==> src/rtl/fifo_umbrales_pkg.sv <==
// Shared definitions for the lane FIFO and the switch controller: default widths,
// controller state encodings, threshold width and the watermark flag computation.
package fifo_umbrales_pkg;

  localparam int DATA_W_DEF = 6;
  localparam int ADDR_W_DEF = 2;
  localparam int UMBRAL_W   = 8;

  typedef enum logic [1:0] {
    ST_RESET  = 2'd0,
    ST_INIT   = 2'd1,
    ST_IDLE   = 2'd2,
    ST_ACTIVE = 2'd3
  } ctrl_state_e;

  typedef struct packed {
    logic empty;
    logic full;
    logic almost_empty;
    logic almost_full;
  } flags_t;

  // Occupancy is zero-extended to the threshold width so out-of-range thresholds
  // naturally pin almost_full low (alto > depth) or almost_empty high (bajo >= depth).
  function automatic flags_t calc_flags(input logic [UMBRAL_W-1:0] cnt,
                                        input logic [UMBRAL_W-1:0] depth,
                                        input logic [UMBRAL_W-1:0] bajo,
                                        input logic [UMBRAL_W-1:0] alto);
    flags_t f;
    f.empty        = (cnt == '0);
    f.full         = (cnt == depth);
    f.almost_empty = (cnt <= bajo);
    f.almost_full  = (cnt >= alto);
    return f;
  endfunction

endpackage

==> src/rtl/fifo_umbrales_if.sv <==
// Lane-side bus of the watermark FIFO: write/read handshake, thresholds and status.
interface fifo_umbrales_if
  import fifo_umbrales_pkg::*;
#(
  parameter int DATA_W = DATA_W_DEF
);
  logic                push;
  logic [DATA_W-1:0]   data_in;
  logic                pop;
  logic [UMBRAL_W-1:0] umbral_bajo;
  logic [UMBRAL_W-1:0] umbral_alto;
  logic [DATA_W-1:0]   data_out;
  logic                valid_out;
  logic                empty;
  logic                full;
  logic                almost_empty;
  logic                almost_full;
  logic                error;

  modport master (
    output push, data_in, pop, umbral_bajo, umbral_alto,
    input  data_out, valid_out, empty, full, almost_empty, almost_full, error
  );

  modport slave (
    input  push, data_in, pop, umbral_bajo, umbral_alto,
    output data_out, valid_out, empty, full, almost_empty, almost_full, error
  );
endinterface

==> src/rtl/fifo_umbrales_memoria_dual.sv <==
// DEPTH x DATA_W register file: synchronous write port, registered read port.
// Storage is never reset; only the read register returns to zero.
module memoria_dual #(
  parameter int DATA_W = 6,
  parameter int ADDR_W = 2
) (
  input  logic              clk,
  input  logic              reset,
  input  logic              we,
  input  logic [ADDR_W-1:0] wr_addr,
  input  logic [DATA_W-1:0] wr_data,
  input  logic              re,
  input  logic [ADDR_W-1:0] rd_addr,
  output logic [DATA_W-1:0] rd_data
);
  localparam int DEPTH = 1 << ADDR_W;

  logic [DEPTH-1:0][DATA_W-1:0] mem_q;
  logic [DATA_W-1:0]            rd_data_q;

  always_ff @(posedge clk) begin
    if (we) mem_q[wr_addr] <= wr_data;
  end

  // Read samples the pre-write contents, so a read and write to the same slot
  // (push & pop while full) returns the oldest word.
  always_ff @(posedge clk) begin
    if (reset)   rd_data_q <= '0;
    else if (re) rd_data_q <= mem_q[rd_addr];
  end

  assign rd_data = rd_data_q;
endmodule

==> src/rtl/fifo_umbrales.sv <==
// Single-clock lane FIFO with programmable low/high watermarks and a sticky
// overflow/underflow flag. Flags are registered from the next occupancy.
module fifo_umbrales
  import fifo_umbrales_pkg::*;
#(
  parameter int DATA_W = DATA_W_DEF,
  parameter int ADDR_W = ADDR_W_DEF
) (
  input logic             clk,
  input logic             reset,
  fifo_umbrales_if.slave  bus
);
  localparam int CNT_W = ADDR_W + 1;
  localparam int DEPTH = 1 << ADDR_W;

  logic [ADDR_W-1:0] wr_ptr_q, wr_ptr_d;
  logic [ADDR_W-1:0] rd_ptr_q, rd_ptr_d;
  logic [CNT_W-1:0]  count_q, count_d;
  flags_t            flags_q, flags_d;
  logic              error_q, error_d;
  logic              valid_q, valid_d;
  logic              wr_ok, rd_ok;
  logic [DATA_W-1:0] rd_data;

  // A push into a full FIFO is still taken when a pop frees the slot this edge.
  assign wr_ok = bus.push & (~flags_q.full | bus.pop);
  assign rd_ok = bus.pop & ~flags_q.empty;

  always_comb begin
    wr_ptr_d = wr_ptr_q;
    rd_ptr_d = rd_ptr_q;
    count_d  = count_q;
    error_d  = error_q;
    valid_d  = 1'b0;
    if (reset) begin
      wr_ptr_d = '0;
      rd_ptr_d = '0;
      count_d  = '0;
      error_d  = 1'b0;
    end else begin
      if (wr_ok) wr_ptr_d = wr_ptr_q + ADDR_W'(1);
      if (rd_ok) rd_ptr_d = rd_ptr_q + ADDR_W'(1);
      count_d = count_q + CNT_W'(wr_ok) - CNT_W'(rd_ok);
      valid_d = rd_ok;
      error_d = error_q | (bus.push & flags_q.full & ~bus.pop)
                        | (bus.pop & flags_q.empty);
    end
    flags_d = calc_flags(UMBRAL_W'(count_d), UMBRAL_W'(DEPTH),
                         bus.umbral_bajo, bus.umbral_alto);
  end

  always_ff @(posedge clk) begin
    wr_ptr_q <= wr_ptr_d;
    rd_ptr_q <= rd_ptr_d;
    count_q  <= count_d;
    flags_q  <= flags_d;
    error_q  <= error_d;
    valid_q  <= valid_d;
  end

  memoria_dual #(
    .DATA_W (DATA_W),
    .ADDR_W (ADDR_W)
  ) u_mem (
    .clk     (clk),
    .reset   (reset),
    .we      (wr_ok & ~reset),
    .wr_addr (wr_ptr_q),
    .wr_data (bus.data_in),
    .re      (rd_ok & ~reset),
    .rd_addr (rd_ptr_q),
    .rd_data (rd_data)
  );

  assign bus.data_out     = rd_data;
  assign bus.valid_out    = valid_q;
  assign bus.empty        = flags_q.empty;
  assign bus.full         = flags_q.full;
  assign bus.almost_empty = flags_q.almost_empty;
  assign bus.almost_full  = flags_q.almost_full;
  assign bus.error        = error_q;
endmodule

==> src/flat_wrapper.sv <==
// flat-port wrapper written by rule: the top's interface ports become plain ports
module fifo_umbrales_flat import fifo_umbrales_pkg::*;
#(
  parameter int DATA_W = DATA_W_DEF,
  parameter int ADDR_W = ADDR_W_DEF
)
  (clk, reset, bus_push, bus_data_in, bus_pop, bus_umbral_bajo, bus_umbral_alto, bus_data_out, bus_valid_out, bus_empty, bus_full, bus_almost_empty, bus_almost_full, bus_error);
  fifo_umbrales_if #(.DATA_W(DATA_W)) bus_i ();
  input logic clk;
  input logic reset;
  input wire logic [$bits(bus_i.push)-1:0] bus_push;
  input wire logic [$bits(bus_i.data_in)-1:0] bus_data_in;
  input wire logic [$bits(bus_i.pop)-1:0] bus_pop;
  input wire logic [$bits(bus_i.umbral_bajo)-1:0] bus_umbral_bajo;
  input wire logic [$bits(bus_i.umbral_alto)-1:0] bus_umbral_alto;
  output wire logic [$bits(bus_i.data_out)-1:0] bus_data_out;
  output wire logic [$bits(bus_i.valid_out)-1:0] bus_valid_out;
  output wire logic [$bits(bus_i.empty)-1:0] bus_empty;
  output wire logic [$bits(bus_i.full)-1:0] bus_full;
  output wire logic [$bits(bus_i.almost_empty)-1:0] bus_almost_empty;
  output wire logic [$bits(bus_i.almost_full)-1:0] bus_almost_full;
  output wire logic [$bits(bus_i.error)-1:0] bus_error;
  assign bus_i.push = bus_push;
  assign bus_i.data_in = bus_data_in;
  assign bus_i.pop = bus_pop;
  assign bus_i.umbral_bajo = bus_umbral_bajo;
  assign bus_i.umbral_alto = bus_umbral_alto;
  assign bus_data_out = bus_i.data_out;
  assign bus_valid_out = bus_i.valid_out;
  assign bus_empty = bus_i.empty;
  assign bus_full = bus_i.full;
  assign bus_almost_empty = bus_i.almost_empty;
  assign bus_almost_full = bus_i.almost_full;
  assign bus_error = bus_i.error;
  fifo_umbrales #(.DATA_W(DATA_W), .ADDR_W(ADDR_W)) u_core (.clk(clk), .reset(reset), .bus(bus_i));
endmodule
==> config.mk <==
export PLATFORM = sky130hd
export DESIGN_NAME = fifo_umbrales_flat
export DESIGN_NICKNAME = d
export VERILOG_FILES = /design/src/rtl/fifo_umbrales_pkg.sv /design/src/rtl/fifo_umbrales_if.sv /design/src/rtl/fifo_umbrales_memoria_dual.sv /design/src/rtl/fifo_umbrales.sv /design/src/flat_wrapper.sv
export SDC_FILE = /design/constraint.sdc
export NUM_CORES = 1
export LEC_CHECK = 0
export BUFFER_PORTS_ARGS = -buffer_cell sky130_fd_sc_hd__buf_4
export CORE_MARGIN = 4
export CORE_UTILIZATION = 53
export DETAILED_ROUTE_END_ITERATION = 10
export PLACE_DENSITY = 0.78
export REMOVE_ABC_BUFFERS = 1
export SYNTH_ARGS = -nofsm -noshare
export SYNTH_HDL_FRONTEND = slang
export SYNTH_SLANG_ARGS = --single-unit
==> constraint.sdc <==
create_clock -name clk -period 3.77 [get_ports clk]
set_input_delay 1.131 -clock clk [delete_from_list [all_inputs] [get_ports clk]]
set_output_delay 1.131 -clock clk [all_outputs]
set_load 0.005 [all_outputs]
==> metrics.cfg, run 1 <==
[yosys]
avgSynthCellArea_um2=13.6
netlist_area_um2=1810
ys_types=28
synth_warnings=0
syn-instance-count=133
ys_seq_area_frac=0.608
synth_seq_cells=43

[detailed_routing]
drt-pass1-iter-count=4
vias_per_cell=5.05
drt_iter0_markers=61
vias=1105
drt_wl_total_mm=3.27
wl_per_cell_um=14.9
drcViolationCount=0
ant_nets=0

[worst_setup_path]
cp_common_cell=ha_1
crit_path_max_fanout=5
worstPathArrival_ns=3.48
worstSetupStartpoint=bus_pop
reg2reg_to=u_core.bus.almost_empty
r2r_start=u_core.bus.empty
path_buf_inv=1
cpMaxStageDelayCell=fa_1
critPathRequiredTime_ns=4.05
crit_path_start_kind=primary input
path_class=in2reg
reg2regPathDepth=10
cp-end-kind=register
cpPeakStageDelay_ns=0.36
r2r_slack_ns=1.04
crit_family=adder cells
worstPathCellList=buf_4 -> nand2b_1 -> or2_2 -> nand2_1 -> ha_1 -> fa_1 -> xor3_1 -> nor2_1 -> ha_1 -> o21a_1 -> o211ai_1

[pwr]
power.density_nw_per_um2=567
p_seq_frac=0.481
combPwrFrac=0.299
irDropWorstVdd_v=0.000335
p_int_mw=0.902
p_switching_mw=0.350
clock_power_share=0.220
power_leakage_nw=0.936
swShare=0.280

[grt]
grt_max_degree=18
grt-ovfl-total=0
antenna_found_initial=0
grtUsageTotal=0.169
grt_pass1_wl_mm=5.28
grt_pass1_vias=1113

[timing]
min_period_ns=3.19
worst_pin_slew_ns=0.514
max_freq_mhz=313
grt_setup_unrepaired=false
max_slew_margin=0.657
fin_worst_skew_ns=0.0109
finalMaxSlewViolations=0
setup_violations=0
final.period_utilization=0.847
tns_ns=0
final_hold_viol_count=0

[final_layout]
nets=212
antennaDiodeCount=0
fillers=238
fin_area_um2=2210
drive_above_1_share=0.303
synthToLayoutAreaGrowth_pct=21.8
seq_area_um2=1100
multi_input_area_um2=643

[clock_tree]
cts_tree=done
ctsResizeCount=0
clkSinkCount=43
cts_buffers=5
cts_root_buf=clkbuf_4
clock_path_buffers=2
cts_setup_buffers=0
hold_buffers=0
path_clk_slew_ns=0.12
clk_latency_ns=0.35
h-tree-depth=2

[die]
die_h_um=66.5
io_pins=38
rows=20
die_w_um=66.5
core_um2=3150
dieArea_um2=4420
initial_core_util=0.575

[worst_hold_path]
holdPathStages=2
min_to=u_core.bus.error
hold_start=u_core.bus.error
hold_class=reg2reg

[place]
port_buffers=37
place_congestion=0.785
hpwl_mm=2.51
place_area_um2=2130

[job]
cap_viol_max_count=0

[outcome]
outcome=finished, final reports clean

==> routing by layer <==
layer | track usage | vias to the layer above | part of all wire
met4 | 0.0609 | 0 | 0.013
met5 | 0 | - | 0
li1 | - | 549 | -
met1 | 0.189 | 522 | 0.38
met2 | 0.302 | 28 | 0.54
met3 | 0.0506 | 6 | 0.059
==> worst min-delay path: cells and delay by family (launching register included) <==
kind / cells / cell delay, ns
flops: 1 / 0.35
simple gates: 1 / 0.08
compound gates: 1 / 0.05
==> power by group through the flow <==
stage	Combinational [mW]	Clock, mW	Sequential [mW]
after floorplan	0.241	0	0.604
after global placement	0.353	0	0.612
after detailed placement	0.375	0	0.614
after CTS	0.378	0.281	0.605
after global routing	0.421	0.303	0.613
final	0.374	0.276	0.602
==> logic make-up (layout without fill, tap and decap cells) <==
kind of cell / count (synthesis) / count (layout) / synth area share
xor gates and xnor gates: 3 / 3 / 0.0228
buffers and inverters: 15 / 57 / 0.0373
muxes: 12 / 12 / 0.108
AOI/OAI and AO/OA: 10 / 10 / 0.0338
DFF: 43 / 43 / 0.608
and+or+nand+nor: 38 / 38 / 0.104
adders and majority gates: 12 / 12 / 0.0870
==> how the worst max path moves through the flow <==
stage,to,slack [ns],depth (start not counted)
3_3_place_gp,u_core.bus.almost_empty,0.37,11
6_report,u_core.bus.almost_empty,0.58,11
2_1_floorplan,u_core.bus.almost_empty,0.42,10
3_5_place_dp,u_core.bus.almost_empty,0.18,11
4_1_cts,u_core.bus.almost_empty,0.57,11
5_1_grt,u_core.bus.almost_empty,0.45,11
==> synth_stat cells, drive strengths merged <==
| cell | n | area share |
|---|---|---|
| o21a | 1 | 0.0041 |
| xor2 | 2 | 0.0097 |
| nand3 | 1 | 0.0028 |
| or2 | 1 | 0.0035 |
| a21oi | 3 | 0.0083 |
| buf | 2 | 0.010 |
| nand3b | 2 | 0.0083 |
| xor3 | 1 | 0.013 |
| nand2b | 2 | 0.0069 |
| fa | 1 | 0.011 |
| a221oi | 1 | 0.0048 |
| dfxtp | 19 | 0.21 |
| ha | 11 | 0.076 |
| nor3 | 2 | 0.0055 |
| mux2i | 6 | 0.033 |
| o211ai | 2 | 0.0083 |
| o21ai | 3 | 0.0083 |
| clkbuf | 3 | 0.0062 |
| mux4 | 6 | 0.075 |
| inv | 10 | 0.021 |
| edfxtp | 24 | 0.40 |
| and2 | 4 | 0.014 |
| nand2 | 2 | 0.0041 |
| nor2 | 18 | 0.037 |
| or4 | 1 | 0.0041 |
| nor2b | 4 | 0.014 |
| or3 | 1 | 0.0035 |
==> cells in the final DEF (no fill, tap or decap) <==
cell type and instances:
mux4_2 6, ha_1 11, or4_1 1, nand2_1 2
a221oi_1 1, clkbuf_4 5, nor2b_1 4, nor3_1 2
dfxtp_1 19, clkinv_1 1, o211ai_1 2, o21ai_0 3
or2_2 1, clkinv_2 1, o21a_1 1, nor2_1 18
buf_4 39, a21oi_1 3, xor3_1 1, nand3_1 1
mux2i_1 6, inv_1 10, nand2b_1 2, nand3b_1 2
bufinv_16 1, xor2_1 2, and2_1 4, edfxtp_1 24
or3_1 1, fa_1 1
==> registers in the layout, summed over array words and instances (netlist names), 2 cells and up <==
register              flops
u_core.u_mem.mem_q       24
u_core.u_mem.rd_data      6
u_core.count_q            3
u_core.rd_ptr_q           2
u_core.wr_ptr_q           2
==> per-stage QoR <==
step	total power, mW	hold slack (ns)	setup WS, ns	util	std cells
3_5_place_dp	0.989	0.485	0.185	0.675	211
5_1_grt	1.34	0.556	0.450	0.700	219
6_report	1.25	0.499	0.578	0.700	219
2_1_floorplan	0.845	0.471	0.423	-	128
4_1_cts	1.26	0.511	0.573	0.700	219
3_3_place_gp	0.965	0.472	0.368	0.675	211
==> area by class of cell <==
type	count	share of cell area
clock buffers	5	0.0170
repair buffers	39	0.133
clock inverters	3	0.0176
inverters	10	0.0170
multi-input cells	75	0.292
flip-flops and latches	43	0.499
well taps	44	0.0250
Power figures use the tool's default switching activity.
==> inputs of run 2 (changes only) <==
==> constraint.sdc (replaced) <==
create_clock -name clk -period 3.2 [get_ports clk]
set_input_delay 0.96 -clock clk [delete_from_list [all_inputs] [get_ports clk]]
set_output_delay 0.96 -clock clk [all_outputs]
set_load 0.005 [all_outputs]
==> run 2 against run 1 <==
  * Cell area grew 1.8%
  * Setup slack lost 0.19 ns
  * Via count grew 0.90%
  * Clock power grew 49%
  * Power grew 26%
  * Utilization grew 1.3 points
  * Clock skew shrank 0.0043 ns
  * Critical path type unchanged
  * Highest routed layer unchanged
==> metrics.cfg, run 2 (synthesized netlist as in run 1, its figures left out) <==
[detailed_routing]
drcViolationCount=0  ; unchanged
drt_wl_total_mm=3.21  ; was 3.27 mm
ant_nets=0  ; unchanged
drt_iter0_markers=41  ; was 61
vias=1115  ; was 1,105
drt-pass1-iter-count=4  ; unchanged
wl_per_cell_um=14.5  ; was 14.9 um
vias_per_cell=5.05  ; about the same

[place]
place_congestion=0.782  ; was 0.785
hpwl_mm=2.51  ; about the same
dpl.cell_count=213  ; was 211
port_buffers=37  ; unchanged
post-place-ws_ns=-0.00972  ; was 0.185 ns

[grt]
antenna_found_initial=0  ; unchanged
grt_max_degree=18  ; unchanged
grt-ovfl-total=0  ; unchanged
grtUsageTotal=0.173  ; was 0.169
grt_pass1_vias=1189  ; was 1,113
grt_pass1_wl_mm=5.40  ; was 5.28 mm

[clock_tree]
cts_root_buf=clkbuf_4  ; unchanged
cts_tree=done  ; unchanged
clkSinkCount=43  ; unchanged
hold_buffers=0  ; unchanged
cts_setup_buffers=0  ; unchanged
cts_buffers=5  ; unchanged
clk_latency_ns=0.35  ; about the same
h-tree-depth=2  ; unchanged
ctsResizeCount=0  ; unchanged
clock_path_buffers=2  ; unchanged
path_clk_slew_ns=0.12  ; about the same

[pwr]
irDropWorstVdd_v=0.000448  ; was 0.000335 V
power.density_nw_per_um2=701  ; was 567 nW/um^2
power_leakage_nw=0.955  ; was 0.936 nW
p_total_mw=1.57  ; was 1.25 mW

[worst_setup_path]
cp-end-kind=register  ; unchanged
reg2reg_to=u_core.bus.almost_full  ; was u_core.bus.almost_empty
crit_path_max_fanout=4  ; was 5
worstPathArrival_ns=3.06  ; was 3.48 ns
r2r_start=u_core.bus.empty  ; unchanged
path_class=in2reg  ; unchanged
crit_path_start_kind=primary input  ; unchanged
critPathRequiredTime_ns=3.45  ; was 4.05 ns
r2r_slack_ns=0.68  ; was 1.04 ns
reg2regPathDepth=10  ; unchanged

[final_layout]
regMostFlops=u_core.u_mem.mem_q  ; unchanged
final_cell_mix=41 x buf_4, 24 x edfxtp_1, 19 x dfxtp_1, 18 x nor2_1, 11 x ha_1  ; was 39 x buf_4, 24 x edfxtp_1, 19 x dfxtp_1, 18 x nor2_1, 11 x ha_1
final_cell_count_no_fill=221  ; was 219
antennaDiodeCount=0  ; unchanged
nets=214  ; was 212
multi_input_area_um2=643  ; unchanged
mostFrequentLayoutCell=buf_4  ; unchanged
largest_register_ffs=24  ; unchanged
fillers=236  ; was 238
final_util=0.712  ; was 0.700
seq_area_um2=1100  ; unchanged
drive_above_1_share=0.311  ; was 0.303
synthToLayoutAreaGrowth_pct=24.0  ; was 21.8%

[timing]
max_freq_mhz=355
final_hold_viol_count=0  ; unchanged
max_slew_margin=0.647  ; was 0.657
worst_pin_slew_ns=0.528  ; was 0.514 ns
setup_violations=0  ; unchanged
finalMaxSlewViolations=0  ; unchanged
fin_ws_ns=0.384  ; was 0.578 ns
grt_setup_unrepaired=false  ; unchanged
final.period_utilization=0.880
fin_worst_skew_ns=0.00658  ; was 0.0109 ns
min_period_ns=2.82

[die]
core_um2=3150  ; unchanged
die_h_um=66.5  ; unchanged
dieArea_um2=4420  ; unchanged
die_w_um=66.5  ; unchanged
io_pins=38  ; unchanged
rows=20  ; unchanged
initial_core_util=0.575  ; unchanged

[job]
cap_viol_max_count=0  ; unchanged

[worst_hold_path]
hold_start=u_core.bus.error  ; unchanged
hold_class=reg2reg  ; unchanged
holdPathStages=2  ; unchanged
min_to=u_core.bus.error  ; unchanged

[outcome]
outcome=finished, final reports clean  ; unchanged

-- run 2: cell count changes in the layout (fill, tap and decap cells not counted), sizes merged --
| cell | delta |
|---|---|
| buf | +2 |
| bufinv | +1 |
| clkbuf | +1 |
| clkinv | -2 |
-- run 2: layout make-up --
class	instances	area share
clock inverters	2	0.0267
multi-input cells	75	0.286
repair buffers	41	0.137
clock buffers	6	0.0184
well taps	44	0.0245
inverters	10	0.0167
flip-flops and latches	43	0.490
-- run 2: worst max-delay path, cell delays in order --
cell and delay, ns:
buf_4 0.13, nand2b_1 0.13, or2_2 0.15, nand2_1 0.05
ha_1 0.18, fa_1 0.36, xor3_1 0.36, nor2_1 0.22
ha_1 0.28, o211ai_1 0.17, a21oi_1 0.06
-- run 2: worst max path at each step --
stage                     startpoint                      end  cells after the start
after floorplan              bus_pop  u_core.bus.almost_empty                     10
after global placement       bus_pop  u_core.bus.almost_empty                     11
after detailed placement     bus_pop   u_core.bus.almost_full                     11
after CTS                    bus_pop   u_core.bus.almost_full                     11
after global routing         bus_pop  u_core.bus.almost_empty                     11
final                        bus_pop   u_core.bus.almost_full                     11
-- run 2: where the power goes --
group	leakage [nW]	internal (mW)	switching (mW)
logic	0.529	0.260	0.192
clock network	0.0525	0.244	0.168
registers	0.374	0.654	0.0565
total	0.955	1.16	0.416
-- run 2: routing by layer --
layer,global-route usage,vias to the layer above,routed length (um)
met3,0.0607,4,176
met5,0,-,0
met2,0.312,29,1810
met1,0.185,530,1190
met4,0.0609,0,39
li1,-,552,-
-- run 2: through the flow --
stage               hold WS (ns)   TNS, ns  area [um^2]
floorplan                  0.471         0         1780
global route               0.534         0         2250
CTS                        0.494         0         2250
detailed placement         0.467  -0.00972         2140
global placement           0.473         0         2140
finish                     0.488         0         2250
